File: config.mk
export PLATFORM = sky130hd
export DESIGN_NAME = dma_bus_arbiter
export DESIGN_NICKNAME = d
export VERILOG_FILES = /design/src/rtl/dma_bus_arbiter_pkg.sv /design/src/rtl/arb_slot_counter.sv /design/src/rtl/dma_bus_arbiter.sv
export SDC_FILE = /design/constraint.sdc
export NUM_CORES = 1
export LEC_CHECK = 0
export BUFFER_PORTS_ARGS = -buffer_cell sky130_fd_sc_hd__buf_2
export CORE_ASPECT_RATIO = 0.6
export CORE_UTILIZATION = 47
export CTS_CLUSTER_DIAMETER = 50
export DETAILED_ROUTE_END_ITERATION = 8
export GPL_TIMING_DRIVEN = 0
export PLACE_DENSITY = 0.8
export SETUP_SLACK_MARGIN = 0.3
export SLEW_MARGIN = 20
export SYNTH_ARGS = -nofsm -noshare
export SYNTH_HDL_FRONTEND = slang
export SYNTH_SLANG_ARGS = --single-unit
File: constraint.sdc
create_clock -name clk -period 2.36 [get_ports clk]
set_input_delay 0.236 -clock clk [delete_from_list [all_inputs] [get_ports clk]]
set_output_delay 0.236 -clock clk [all_outputs]
set_load 0.01 [all_outputs]
File: src/rtl/dma_bus_arbiter_pkg.sv
// Shared definitions for the CPU/DMA memory bus arbiter: state encoding,
// address-source select values and default burst/cooldown sizing.
package dma_bus_arbiter_pkg;

    typedef enum logic [2:0] {
        CPU_OWN,
        DRAIN,
        DMA_OWN,
        RETURN,
        COOLDOWN
    } arb_state_t;

    localparam logic SEL_CPU = 1'b0;
    localparam logic SEL_DMA = 1'b1;

    localparam int unsigned DEF_MAX_BURST = 16;
    localparam int unsigned DEF_CPU_SLOT  = 4;

endpackage

File: src/rtl/arb_slot_counter.sv
// Loadable up/down counter; tc flags when the count equals the term value.
module arb_slot_counter #(
    parameter int unsigned W = 4
) (
    input  logic         clk,
    input  logic         rst_n,
    input  logic         load,
    input  logic [W-1:0] load_val,
    input  logic         en,
    input  logic         up,
    input  logic [W-1:0] term,
    output logic         tc
);

    logic [W-1:0] count;

    always_ff @(posedge clk or negedge rst_n) begin
        if (!rst_n) begin
            count <= '0;
        end else if (load) begin
            count <= load_val;
        end else if (en) begin
            count <= up ? count + 1'b1 : count - 1'b1;
        end
    end

    assign tc = (count == term);

endmodule

File: src/rtl/dma_bus_arbiter.sv
// CPU/DMA shared address bus arbiter with HOLD/HLDA handshake, DMA burst
// limit and post-preemption CPU slot. Optional macro: ARB_STATS_EN.
module dma_bus_arbiter
    import dma_bus_arbiter_pkg::*;
#(
    parameter int unsigned ADDR_W    = 32,
    parameter int unsigned MAX_BURST = DEF_MAX_BURST,
    parameter int unsigned CPU_SLOT  = DEF_CPU_SLOT
) (
    input  logic              clk,
    input  logic              rst_n,
    input  logic              cpu_req,
    input  logic [ADDR_W-1:0] cpu_addr,
    input  logic              dma_hold,
    input  logic [ADDR_W-1:0] dma_addr,
    input  logic              dma_done,
    output logic              cpu_ack,
    output logic              dma_hlda,
    output logic              sel_direccion,
    output logic [ADDR_W-1:0] bus_addr,
    output logic              bus_valid,
    output logic [15:0]       dma_busy_cycles
);

    localparam int unsigned BURST_W = $clog2(MAX_BURST + 1);
    localparam int unsigned SLOT_W  = (CPU_SLOT > 0) ? $clog2(CPU_SLOT + 1) : 1;

    arb_state_t        state, state_nxt;
    logic              preempt, preempt_nxt;
    logic              ack_nxt, hlda_nxt, sel_nxt, valid_nxt;
    logic [ADDR_W-1:0] addr_nxt;
    logic              burst_load, burst_en, burst_tc;
    logic              slot_load, slot_en, slot_tc;

    arb_slot_counter #(.W(BURST_W)) u_burst_cnt (
        .clk      (clk),
        .rst_n    (rst_n),
        .load     (burst_load),
        .load_val (BURST_W'(1)),
        .en       (burst_en),
        .up       (1'b1),
        .term     (BURST_W'(MAX_BURST)),
        .tc       (burst_tc)
    );

    // Loaded with CPU_SLOT on entry; the last cooldown cycle sees count == 1.
    arb_slot_counter #(.W(SLOT_W)) u_cooldown_cnt (
        .clk      (clk),
        .rst_n    (rst_n),
        .load     (slot_load),
        .load_val (SLOT_W'(CPU_SLOT)),
        .en       (slot_en),
        .up       (1'b0),
        .term     (SLOT_W'(1)),
        .tc       (slot_tc)
    );

    always_ff @(posedge clk or negedge rst_n) begin
        if (!rst_n) begin
            state         <= CPU_OWN;
            preempt       <= 1'b0;
            cpu_ack       <= 1'b0;
            dma_hlda      <= 1'b0;
            sel_direccion <= SEL_CPU;
            bus_addr      <= '0;
            bus_valid     <= 1'b0;
        end else begin
            state         <= state_nxt;
            preempt       <= preempt_nxt;
            cpu_ack       <= ack_nxt;
            dma_hlda      <= hlda_nxt;
            sel_direccion <= sel_nxt;
            bus_addr      <= addr_nxt;
            bus_valid     <= valid_nxt;
        end
    end

    always_comb begin
        state_nxt   = state;
        preempt_nxt = preempt;
        ack_nxt     = 1'b0;
        hlda_nxt    = 1'b0;
        sel_nxt     = SEL_CPU;
        addr_nxt    = bus_addr;
        valid_nxt   = 1'b0;
        burst_load  = 1'b0;
        burst_en    = 1'b0;
        slot_load   = 1'b0;
        slot_en     = 1'b0;

        case (state)
            CPU_OWN: begin
                ack_nxt   = cpu_req;
                valid_nxt = cpu_req;
                addr_nxt  = cpu_addr;
                if (dma_hold) state_nxt = DRAIN;
            end
            DRAIN: begin
                if (dma_hold) begin
                    state_nxt  = DMA_OWN;
                    hlda_nxt   = 1'b1;
                    sel_nxt    = SEL_DMA;
                    addr_nxt   = dma_addr;
                    valid_nxt  = 1'b1;
                    burst_load = 1'b1;
                end else begin
                    state_nxt = CPU_OWN;
                end
            end
            DMA_OWN: begin
                if (!dma_hold || dma_done) begin
                    state_nxt = RETURN;
                end else if (burst_tc) begin
                    state_nxt   = RETURN;
                    preempt_nxt = 1'b1;
                end else begin
                    hlda_nxt  = 1'b1;
                    sel_nxt   = SEL_DMA;
                    addr_nxt  = dma_addr;
                    valid_nxt = 1'b1;
                    burst_en  = 1'b1;
                end
            end
            RETURN: begin
                if (preempt && (CPU_SLOT > 0)) begin
                    state_nxt = COOLDOWN;
                    slot_load = 1'b1;
                end else begin
                    state_nxt   = CPU_OWN;
                    preempt_nxt = 1'b0;
                end
            end
            COOLDOWN: begin
                ack_nxt   = cpu_req;
                valid_nxt = cpu_req;
                addr_nxt  = cpu_addr;
                slot_en   = 1'b1;
                if (slot_tc) begin
                    state_nxt   = CPU_OWN;
                    preempt_nxt = 1'b0;
                end
            end
            default: state_nxt = CPU_OWN;
        endcase
    end

`ifdef ARB_STATS_EN
    logic [15:0] busy_cnt;

    always_ff @(posedge clk or negedge rst_n) begin
        if (!rst_n) begin
            busy_cnt <= '0;
        end else if (dma_hlda && (busy_cnt != 16'hFFFF)) begin
            busy_cnt <= busy_cnt + 1'b1;
        end
    end

    assign dma_busy_cycles = busy_cnt;
`else
    assign dma_busy_cycles = '0;
`endif

endmodule

; Word level (Yosys, flattened, before mapping)
; Cells that the tools add are included.
[totals]
out_inout_bits = 52
wordCells = 64
latch_bits = 0
memories = 0
rom_bits = 0
ramBits = 0
ff_bits = 47
[classes]
bitwise_logic = 0
n_shift = 0
n_reduce_logical = 11
n_mul = 0
add_sub_neg = 2
n_mux = 30
n_eq_ne = 13
div = 0
magnitude_cmp = 0
[ops]
columns = operator, count
row1 = $mux W32, 3
row2 = $pmux W32 S3, 1
row3 = $mux W3, 7
row4 = $pmux W3 S5, 1
row5 = $mux W1, 12
row6 = $ne A2 B2 Y1 const B, 6
row7 = $mux W5, 2
row8 = $reduce_and A4 Y1, 2
row9 = $eq A3 B1 Y1 const B, 2
row10 = $eq A3 B2 Y1 const B, 2
row11 = $pmux W1 S3, 2
row12 = $reduce_bool A3 Y1, 2
row13 = $add A5 B1 Y5 const B, 1
row14 = $eq A5 B5 Y1 const B, 1
row15 = $reduce_bool A2 Y1, 2
row16 = $eq A3 B3 Y1 const B, 1
row17 = $logic_not A3 Y1, 1
row18 = $ne A3 B3 Y1 const B, 1
row19 = $reduce_and A3 Y1, 1
row20 = $sub A3 B1 Y3 const B, 1
row21 = $mux W2, 1
row22 = $pmux W1 S2, 1
row23 = $reduce_or A2 Y1, 1
row24 = $logic_not A1 Y1, 1
row25 = $logic_or A1 B1 Y1, 1

; Longest topological paths before layout
[logic_depth]
word_depth = 6
ltp_mapped = 6

; Modules after synthesis
; Synthesis repeated with hierarchy kept, for this count alone.
[hier_totals]
cells_unflattened = 228
hier_area_um2 = 2994.1
[by_module_without_submodules]
columns = module, cells_each, seq_area_each_um2, area_each_um2, n_inst
row1 = dma_bus_arbiter, 158, 975.9, 2331.0, 1
row2 = arb_slot_counter (u_burst_cnt), 49, 125.1, 454.2, 1
row3 = arb_slot_counter (u_cooldown_cnt), 21, 75.1, 209.0, 1

; Least setup slack after synthesis
; OpenSTA, ideal clock, no wires.
[synth_timing]
path_type = reg2reg
from = register u_burst_cnt.count[0]
to = register bus_addr[0]
period_less_slack_ps = 1696
stages_incl_launch_ff = 7
required_ps = 2235
slack_ps = 664
n_path_buf = 1
arrival_time_ps = 1571
cell_sequence = dfrtp_1 -> inv_1 -> ha_1 -> nand4bb_1 -> a21oi_4 -> buf_6 -> mux2_4
[synth_between]
elab_chain_len = 3
[synth_rtl]
columns = item, line_no
row1 = start: declaration, arb_slot_counter.sv:15  ; logic [W-1:0] count;
row2 = start signal: assignment, arb_slot_counter.sv:21  ; count <= load_val;
row3 = start signal: assignment, arb_slot_counter.sv:23  ; count <= up ? count + 1'b1 : count - 1'b1;
row4 = $eq A5 B5 Y1, arb_slot_counter.sv:27  ; assign tc = (count == term);
row5 = $ne A2 B2 Y1 (no source line), n/a
row6 = $reduce_and A4 Y1 (no source line), n/a
row7 = end signal: assignment, dma_bus_arbiter.sv:73  ; bus_addr <= addr_nxt;
row8 = end: declaration, dma_bus_arbiter.sv:20  ; output logic [ADDR_W-1:0] bus_addr,
; Every way passes these cells.
; A chain may end at the register's enable or synchronous reset.

; Worst setup path after layout
[layout_timing]
from = register state[0]
to = register bus_addr[31]
[layout_between]
elab_chain_len = 4
word_cells_on_any_way = 11
[layout_rtl]
columns = item, line_no
row1 = start: declaration, dma_bus_arbiter.sv:28  ; arb_state_t state, state_nxt;
row2 = start signal: assignment, dma_bus_arbiter.sv:68  ; state <= state_nxt;
row3 = $eq A3 B3 Y1 or $logic_not A3 Y1 (tied branches), dma_bus_arbiter.sv:91  ; case (state)
row4 = $reduce_or A2 Y1 (no source line), n/a
row5 = $reduce_bool A3 Y1 (no source line), n/a
row6 = $reduce_and A4 Y1 (no source line), n/a
; Several ways; a longest one is shown, not always the timed one.

==> flow_summary.ini <==
[run_status]
status = complete, no violations

[yosys]
yosysTopAreaCellShare_pct = 44.0
synth_area_um2 = 2670
ys_ff_latch = 47
netlist_instances = 206
ys.warnings.count = 0
ys.flop_type = dfrtp_1
synthTopCellsByArea = dfrtp_1 44%, mux2_4 17%, mux2_2 13%, buf_4 4.8%, buf_6 2.9%
yosys.area.top_type = dfrtp_1
synth-edff-count = 0
ys_seq_area_share_pct = 44.0
synth-async-reset-ratio_pct = 100
synth.avg_cell_area_um2 = 13.0
ys_types = 34

[detailed_routing]
wire_per_inst_um = 13.8
routed_via_density = 4.76
drtPass1Iterations = 4
drcViolationCount = 0
drtIter0Drc = 61
wl_um = 5530
dr_total_vias = 1905
antenna_left = 0

[final_layout]
regArea_um2 = 1180
utilization_pct = 66.3
final_cell_mix = 104 x buf_2, 47 x dfrtp_1, 30 x mux2_4, 30 x mux2_2, 18 x buf_4
multi_input_area_um2 = 1320
n_fill_cell = 399
layout.nets = 406
diodes = 0
final_common_cell = buf_2
drive_above_1_share_pct = 60.5
synthToLayoutAreaGrowth_pct = 30.2

[die]
design.core.area_um2 = 5260
die_x_um = 99.4
rows = 20
die_y_um = 60.4
dieArea_um2 = 6000
initial_core_util_pct = 50.9
io_pins = 121

[global_routing]
grt_pass1_vias = 1832
use_met1_pct = 24.8
grt_first_pass_wirelength_um = 8670
grt_max_degree = 48
antenna_found_initial = 0
grt-ovfl-total = 0
grt_usage_pct = 19.0
grtUsageMet2_pct = 32.4
met3_usage_pct = 4.84
grt_most_used_layer = met2

[clocking]
root_buffer = clkbuf_8
clock_sinks = 47
htree_levels = 2
worstSkewPairLatency_ns = 0.30
clk_pin_slew_ns = 0.09
post_cts_buffers = 0
clockBufferDepth = 2
tritoncts = yes
cts_buffers = 5

[timing]
hold_viol_final = 0
setup_ws_ns = 0.491
relSlewSlack_pct = 60.5
fmax_ghz = 0.535
setup_viol = 0
setup_tns_ns = 0
final_max_slew_viol_count = 0
rsz0062_at_grt = false
fin_skew_ns = 0.00590
worst_slew_pin_slew_ns = 0.593
period_share_pct = 79.2
finalCriticalPeriod_ns = 1.87

[setup_path]
required_ns = 2.55
path_cells = buf_6 -> nor2_4 -> buf_6 -> mux2_2 -> mux2_4
crit_family = multiplexers
startpoint_type = register
crit_type = register to register
arrival_ns = 2.06
timing.critical_path.mode_cell = buf_6
cp_slowest_cell = dfrtp_1
endpoint_kind = register
worst-path-buf-inv = 2
crit_path_max_incr_delay_ns = 0.43
crit_fanout = 10

[power]
power.share.clock_pct = 15.3
p_int_mw = 2.99
peakVddDrop_uv = 582
powerDensity_nw_per_um2 = 1310
pwr-share-seq_pct = 30.9
p_switching_mw = 1.57
power.leakage_nw = 1.78
p_sw_share_pct = 34.5
combPwrFrac_pct = 53.8

[placed_design]
dpl.hpwl_um = 4240
port_buffers = 104
dp_slack_ns = 0.474
place_congestion = 0.819

[min_path]
hold_path.class = primary input to register

[run]
cap_violations = 0
[area by class of cell]
cell class	count	share of cell area, %
timing repair buffer	105	15.3
clock buffer	5	1.98
multi-input combinational	142	37.8
buffer	26	6.18
sequential	47	33.8
clock inverter	3	1.94
tap	66	2.37
inverter	6	0.647
[cell families (layout without fill, tap and decap cells)]
family / after synthesis / count (layout) / share of synthesized area [%]
flip-flops: 47 / 47 / 44.0
AO/OA/AOI/OAI: 16 / 16 / 3.84
multiplexers: 68 / 68 / 32.7
buffers and inverters: 32 / 145 / 8.89
adder cells (fa/ha/maj): 4 / 4 / 1.87
AND/OR/NAND/NOR: 37 / 37 / 8.28
other: 1 / 16 / 0.140
XOR/XNOR: 1 / 1 / 0.328
[power by group through the flow]
stage	logic (mW)	clock network, mW	registers (mW)
CTS	2.48	0.712	1.41
global route	2.66	0.745	1.45
finish	2.45	0.699	1.41
global placement	2.41	0	1.39
detailed placement	2.47	0	1.42
floorplan	1.66	0	1.54
[cell usage after synthesis, types with 2 or more instances]
library cell / n
nand2_1: 13
nor2_1: 4
dfrtp_1: 47
a21oi_1: 5
mux2_2: 30
ha_1: 4
buf_4: 17
o211ai_1: 2
nor2b_1: 4
mux2_4: 30
nor3_1: 2
buf_6: 7
mux2i_1: 4
mux2_1: 4
o21ai_0: 6
inv_1: 6
nand3_1: 4
[path summary, 6_finish.rpt]
path / start / end / slack (ns) / depth (start not counted)
max in group asynchronous: rst_n / bus_addr[8] / 1.48 / 2
max reg2reg: state[0] / bus_addr[31] / 0.49 / 5
min reg2reg: preempt / preempt / 0.50 / 2
max: state[0] / bus_addr[31] / 0.49 / 5
min in group asynchronous: rst_n / bus_addr[26] / 0.47 / 2
min: cpu_req / cpu_ack / 0.16 / 2
[per-layer routing]
metal  share of wire (%)  vias to the layer above
li1                    -                      935
met4                0.78                        0
met1                  48                      881
met5                   0                        -
met3                 6.1                        8
met2                  45                       81
[flip-flops by register name, summed over array words and instances (netlist names)]
signal,flops
cpu_ack,1
u_cooldown_cnt.count,3
state,3
bus_valid,1
bus_addr,32
preempt,1
sel_direccion,1
u_burst_cnt.count,5
[per-stage QoR]
step                hold WS, ns  total power, mW  std cells  area (um^2)
floorplan               -0.0596             3.21        221         2730
global placement          0.462             3.80        391         3330
detailed placement        0.470             3.89        391         3330
CTS                       0.144             4.60        399         3470
global route              0.163             4.85        400         3480
finish                    0.156             4.56        400         3480
[repair_timing]
| item | CTS | global route |
|---|---|---|
| endpoints found under the hold margin | 0 | 47 |
| hold buffers | 0 | 1 |
| resized for setup | 0 | 0 |
Note: power is estimated with default switching activity, not from simulation.
